--- config.mk ---
export PLATFORM = sky130hd
export DESIGN_NAME = adder_ring_sequencer
export DESIGN_NICKNAME = d
export VERILOG_FILES = /design/src/rtl/adder_ring_pkg.sv /design/src/rtl/ring_tick_counter.sv /design/src/rtl/adder_ring_sequencer.sv
export SDC_FILE = /design/constraint.sdc
export NUM_CORES = 1
export LEC_CHECK = 0
export ABC_AREA = 1
export CORE_MARGIN = 3
export CORE_UTILIZATION = 53
export CTS_CLUSTER_DIAMETER = 50
export DETAILED_ROUTE_END_ITERATION = 8
export PLACE_DENSITY = 0.81
export SYNTH_ARGS = -nofsm -noshare
export SYNTH_HDL_FRONTEND = slang
export SYNTH_SLANG_ARGS = --single-unit
--- constraint.sdc ---
create_clock -name wb_clk_i -period 2.6 [get_ports wb_clk_i]
set_input_delay 0.52 -clock wb_clk_i [delete_from_list [all_inputs] [get_ports wb_clk_i]]
set_output_delay 0.52 -clock wb_clk_i [all_outputs]
set_load 0.01 [all_outputs]
--- src/rtl/adder_ring_pkg.sv ---
// rtl/adder_ring_pkg.sv - shared states, constants and select helper for the adder ring sequencer
package adder_ring_pkg;

   localparam int MAX_WIDTH    = 32;
   localparam int DRAIN_CYCLES = 2;
   localparam int SYNC_STAGES  = 2;

   typedef logic [2:0] state_t;

   localparam state_t ST_IDLE   = 3'd0;
   localparam state_t ST_SETUP  = 3'd1;
   localparam state_t ST_GATE   = 3'd2;
   localparam state_t ST_DRAIN  = 3'd3;
   localparam state_t ST_REPORT = 3'd4;
   localparam state_t ST_DONE   = 3'd5;

   function automatic logic [MAX_WIDTH-1:0] onehot(input logic [4:0] bit_pos);
      logic [MAX_WIDTH-1:0] v;
      v          = '0;
      v[bit_pos] = 1'b1;
      return v;
   endfunction

endpackage

--- src/rtl/ring_tick_counter.sv ---
// rtl/ring_tick_counter.sv - ring tick synchroniser, rising-edge detector and saturating counter
module ring_tick_counter
   import adder_ring_pkg::*;
#(
   parameter int CNT_W = 24
)(
   input  logic             clk,
   input  logic             rst_n,
   input  logic             i_tick,
   input  logic             i_clear,
   input  logic             i_count_en,
   output logic [CNT_W-1:0] o_count,
   output logic             o_sat
);

   logic [SYNC_STAGES-1:0] r_sync;
   logic                   r_prev;
   logic [CNT_W-1:0]       r_count;
   logic                   r_sat;
   logic                   w_edge;
   logic                   w_full;

   assign w_edge  = r_sync[SYNC_STAGES-1] & ~r_prev;
   assign w_full  = &r_count;
   assign o_count = r_count;
   assign o_sat   = r_sat;

   // o_sat pulses when an edge arrives that the full counter can no longer absorb
   always_ff @(posedge clk or negedge rst_n) begin
      if (!rst_n) begin
         r_sync  <= '0;
         r_prev  <= 1'b0;
         r_count <= '0;
         r_sat   <= 1'b0;
      end else begin
         r_sync <= {r_sync[SYNC_STAGES-2:0], i_tick};
         r_prev <= r_sync[SYNC_STAGES-1];
         r_sat  <= 1'b0;
         if (i_clear) begin
            r_count <= '0;
         end else if (i_count_en && w_edge) begin
            if (w_full) begin
               r_sat <= 1'b1;
            end else begin
               r_count <= r_count + CNT_W'(1);
            end
         end
      end
   end

endmodule

--- src/rtl/adder_ring_sequencer.sv ---
// rtl/adder_ring_sequencer.sv - sweeps adder bit positions through the ring oscillator and reports tick counts
module adder_ring_sequencer
   import adder_ring_pkg::*;
#(
   parameter int WIDTH  = 32,
   parameter int GATE_W = 16,
   parameter int CNT_W  = 24,
   parameter int SETTLE = 2
)(
   input  logic              wb_clk_i,
   input  logic              rst_n,
   input  logic              start,
   input  logic              abort,
   input  logic [4:0]        cfg_first,
   input  logic [4:0]        cfg_last,
   input  logic [GATE_W-1:0] cfg_gate,
   output logic              ring_en,
   output logic [WIDTH-1:0]  ring_sel,
   output logic [WIDTH-1:0]  out_sel,
   input  logic              ring_tick,
   output logic              res_valid,
   input  logic              res_ready,
   output logic [4:0]        res_bit,
   output logic [CNT_W-1:0]  res_count,
   output logic              busy,
   output logic              done,
   output logic              err
);

   state_t              r_state;
   logic [4:0]          r_bit;
   logic [4:0]          r_last;
   logic [GATE_W-1:0]   r_gate;
   logic [GATE_W-1:0]   r_timer;
   logic [WIDTH-1:0]    r_sel;
   logic                r_err;

   logic [4:0]          w_next_bit;
   logic [MAX_WIDTH-1:0] w_first_full;
   logic [MAX_WIDTH-1:0] w_next_full;
   logic [CNT_W-1:0]    w_count;
   logic                w_sat;
   logic                w_clear;
   logic                w_count_en;

   assign w_next_bit   = r_bit + 5'd1;
   assign w_first_full = onehot(cfg_first);
   assign w_next_full  = onehot(w_next_bit);

   // Drain keeps counting so edges still inside the synchroniser are not lost
   assign w_clear    = (r_state == ST_SETUP);
   assign w_count_en = (r_state == ST_GATE) || (r_state == ST_DRAIN);

   ring_tick_counter #(
      .CNT_W (CNT_W)
   ) u_counter (
      .clk        (wb_clk_i),
      .rst_n      (rst_n),
      .i_tick     (ring_tick),
      .i_clear    (w_clear),
      .i_count_en (w_count_en),
      .o_count    (w_count),
      .o_sat      (w_sat)
   );

   assign ring_en   = (r_state == ST_GATE);
   assign res_valid = (r_state == ST_REPORT);
   assign busy      = (r_state != ST_IDLE);
   assign done      = (r_state == ST_DONE);
   assign ring_sel  = r_sel;
   assign out_sel   = r_sel;
   assign res_bit   = r_bit;
   assign res_count = w_count;
   assign err       = r_err;

   always_ff @(posedge wb_clk_i or negedge rst_n) begin
      if (!rst_n) begin
         r_state <= ST_IDLE;
         r_bit   <= '0;
         r_last  <= '0;
         r_gate  <= '0;
         r_timer <= '0;
         r_sel   <= '0;
         r_err   <= 1'b0;
      end else begin
         if (w_sat) begin
            r_err <= 1'b1;
         end
         if (abort && (r_state != ST_IDLE) && (r_state != ST_DONE)) begin
            r_state <= ST_DONE;
         end else begin
            case (r_state)
               ST_IDLE: begin
                  if (start) begin
                     r_bit   <= cfg_first;
                     r_last  <= cfg_last;
                     r_gate  <= (cfg_gate == '0) ? GATE_W'(1) : cfg_gate;
                     r_timer <= '0;
                     if (cfg_first > cfg_last) begin
                        r_err   <= 1'b1;
                        r_state <= ST_DONE;
                     end else begin
                        r_err   <= 1'b0;
                        r_sel   <= w_first_full[WIDTH-1:0];
                        r_state <= ST_SETUP;
                     end
                  end
               end
               ST_SETUP: begin
                  if (r_timer == GATE_W'(SETTLE - 1)) begin
                     r_timer <= '0;
                     r_state <= ST_GATE;
                  end else begin
                     r_timer <= r_timer + GATE_W'(1);
                  end
               end
               ST_GATE: begin
                  if (r_timer == r_gate - GATE_W'(1)) begin
                     r_timer <= '0;
                     r_state <= ST_DRAIN;
                  end else begin
                     r_timer <= r_timer + GATE_W'(1);
                  end
               end
               ST_DRAIN: begin
                  if (r_timer == GATE_W'(DRAIN_CYCLES - 1)) begin
                     r_timer <= '0;
                     r_state <= ST_REPORT;
                  end else begin
                     r_timer <= r_timer + GATE_W'(1);
                  end
               end
               ST_REPORT: begin
                  if (res_ready) begin
                     if (r_bit == r_last) begin
                        r_state <= ST_DONE;
                     end else begin
                        r_bit   <= w_next_bit;
                        r_sel   <= w_next_full[WIDTH-1:0];
                        r_timer <= '0;
                        r_state <= ST_SETUP;
                     end
                  end
               end
               ST_DONE: begin
                  r_sel   <= '0;
                  r_state <= ST_IDLE;
               end
               default: begin
                  r_sel   <= '0;
                  r_state <= ST_IDLE;
               end
            endcase
         end
      end
   end

endmodule

==> flow_summary.ini <==
[floorplanning]
die_w_microns = 119.3
start_util_pct = 55.50
core_sq_mm = 0.01226
die_h_microns = 119.3
rows = 40
io_pins = 130
dieArea_sq_mm = 0.01424

[clock_tree]
cts_buffer_depth = 2
cts_tree = built
clk_pin_slew_ns = 0.07
clk_latency_ns = 0.36
clock-sinks = 106
cts_root_buf = clkbuf_16
post-cts-setup-buffer-count = 0
htree_levels = 3
cts_buffers = 9

[flow_run]
maxCapViolCount = 0

[pwr]
peakVddDrop_mv = 0.5703
p_comb_share_pct = 49.2
p_seq_share_pct = 32.1
switchingPower_mw = 3.284
p_sw_share_pct = 44.96
power_mw = 7.303
p_int_mw = 4.020
p_leak_nw = 3.811
p_clk_share_pct = 18.7
powerDensity_mw_per_mm2 = 860.0

[route]
drtPass1Iterations = 5
ant_nets = 0
via_count = 6503
detail_route.wl_per_cell_microns = 14.47
drc = 0
via_per_inst = 5.370
wl_microns = 17530
drtIter0Drc = 550

[synth]
postSynthAreaPerCell_sq_um = 7.373
syn-num-nets = 969
yosysUniqueCellTypes = 45
ys_ff_latch = 106
synthArstFlopShare_pct = 100.0
seq_area_frac_synth_pct = 38.98
synth_edf_count = 0
synth_ff_type = dfrtp_1
synthCells = 923
synthesis.area_sq_mm = 0.006805
yosys_warnings = 0

[setup_path]
reg2reg_slack_ns = 0.25
endpoint_kind = output pin
timing.rr.start = u_counter.o_count[0]
worstPathRequired_ns = 2.08
critPathLaunchType = flip-flop
path_buf_inv = 2
crit_chain = nor2_4 -> nand2_1 -> inv_2 -> clkdlybuf4s50_1
slowest_delay_ns = 0.61
crit_family = buffers and inverters
cp_max_fo = 12
critical_path.startpoint = r_state[1]
critPathArrivalTime_ns = 1.96
cp_slowest_cell = clkdlybuf4s50_1
worstSetupPathType = flip-flop to output pin

[grt]
antenna_found_initial = 0
grt_max_degree = 46
overflow = 0
grt_pass1_wl_microns = 29370
grt_pass1_vias = 6045
grt_usage_pct = 25.11

[sta]
period_needed_ns = 2.482
tightest_slew_ns = 0.8014
finalCritPeriodShare_pct = 95.45
fin_skew_ns = 0.005562
setup_viol = 0
rsz0062_at_grt = false
hold_viol = 0
fmax_mhz = 402.9
slew_headroom_pct = 46.51
slew_viol_final = 0

[worst_hold_path]
hold_path.class = primary input to asynchronous set/reset pin

[placement]
dp_hpwl_microns = 13390
dp.cells = 1195
port_buffers = 129
gp_congestion = 0.9032

[cells_and_area]
antenna_cells = 0
drive_gt1_share_pct = 7.958
area_growth_pct = 24.78
fillers = 1056
stdcell_count = 1211
nets = 1084

[status]
status = complete, no violations
## synthesized netlist by cell type (4+ instances only)
library cell / count / area share, %
nand2_1: 258 / 14
inv_1: 115 / 6.3
dfrtp_1: 106 / 39
nor2_1: 68 / 3.8
nand3_1: 41 / 3.0
o21ai_0: 40 / 2.9
buf_4: 38 / 4.2
o21ai_1: 37 / 2.7
nor3_1: 28 / 2.1
xor2_1: 23 / 3.0
nand4_1: 17 / 1.6
a21oi_1: 15 / 1.1
a22oi_1: 15 / 1.7
ha_1: 14 / 2.6
xnor2_1: 11 / 1.4
o21ai_2: 10 / 1.3
nor4_1: 9 / 0.83
o31ai_1: 9 / 0.99
inv_2: 7 / 0.39
nand3b_1: 7 / 0.77
buf_2: 6 / 0.44
nor2_2: 6 / 0.55
a32oi_1: 5 / 0.64
o211ai_1: 5 / 0.55
clkbuf_1: 4 / 0.22
nor2_4: 4 / 0.66
nor3_2: 4 / 0.59
## final cells by class
type                            instances  area (sq um)  share of cell area [%]
Sequential cell                       106          2653                   31.24
Inverter                              122         457.9                   5.393
Clock inverter                          7         70.07                  0.8251
Timing Repair Buffer                  154          1501                   17.68
Clock buffer                            9         225.2                   2.652
Tap cell                              168         210.2                   2.475
Multi-Input combinational cell        645          3374                   39.74
## routing by layer
layer  global-route usage (%)  up-vias  share of wire (%)
met2                    38.29      229                 46
li1                         -     3216                  -
met4                    7.373        0                1.8
met5                        0        -                  0
met1                    35.30     3028                 45
met3                    6.600       30                7.7
## cells in the final DEF, fill, tap and decap left out, types with 6 or more instances in the layout
| cell type | n |
|---|---|
| a21oi_1 | 15 |
| a22oi_1 | 15 |
| buf_4 | 24 |
| clkbuf_16 | 9 |
| clkdlybuf4s50_1 | 128 |
| dfrtp_1 | 106 |
| ha_1 | 14 |
| inv_1 | 114 |
| inv_2 | 8 |
| nand2_1 | 258 |
| nand3_1 | 40 |
| nand3b_1 | 7 |
| nand4_1 | 17 |
| nor2_1 | 67 |
| nor2_2 | 6 |
| nor3_1 | 28 |
| nor4_1 | 9 |
| o21ai_0 | 40 |
| o21ai_1 | 37 |
| o21ai_2 | 10 |
| o31ai_1 | 9 |
| xnor2_1 | 11 |
| xor2_1 | 23 |
## state kept, by name, summed over array words and instances (netlist names)
signal             cells
r_state                3
out_sel               32
u_counter.r_sync       2
r_gate                16
u_counter.o_count     24
res_bit                5
u_counter.o_sat        1
r_timer               16
r_last                 5
err                    1
u_counter.r_prev       1
## logic make-up after synthesis
group | count (synthesis) | share of synthesized area (%)
AOI/OAI and AO/OA | 146 | 13.11
xor gates and xnor gates | 34 | 4.376
DFF | 106 | 38.98
adders and majority gates | 14 | 2.574
buffers and inverters | 172 | 11.69
and+or+nand+nor | 450 | 29.12
muxes | 1 | 0.1471
## worst paths after layout
check                                            end  cells past startpoint
worst max-delay path                       res_valid                      4
worst min-delay path                      r_gate[14]                      1
worst max register to register  u_counter.o_count[1]                     11
worst min register to register   u_counter.r_sync[1]                      0
max in group asynchronous                out_sel[17]                      2
min in group wb_clk_i            u_counter.r_sync[1]                      0
## power groups by stage
| stage | Sequential, mW | Combinational [mW] | Clock, mW |
|---|---|---|---|
| after CTS | 2.34 | 3.55 | 1.40 |
| after global placement | 2.36 | 3.45 | 0 |
| after detailed placement | 2.37 | 3.53 | 0 |
| after global routing | 2.39 | 4.04 | 1.46 |
| after floorplan | 2.33 | 2.44 | 0 |
| final | 2.35 | 3.59 | 1.36 |
## timing repair
action,in CTS,in global routing
pin swaps,0,0
setup endpoints to repair,1,16
resized for setup,1,4
hold buffers,0,0
## per-stage QoR
stage	setup WS, ns	hold slack (ns)	instance area (sq um)	util [%]	TNS, ns
finish	0.1183	0.1288	8492	69.26	0
global route	0.002838	0.1557	8492	69.26	0
CTS	0.1118	0.1385	8474	69.11	0
detailed placement	-0.06410	0.3426	8179	66.70	-0.9675
global placement	0.006763	0.3337	8179	66.70	0
floorplan	0.6511	0.2244	6805	-	0
Power figures use the tool's default switching activity.
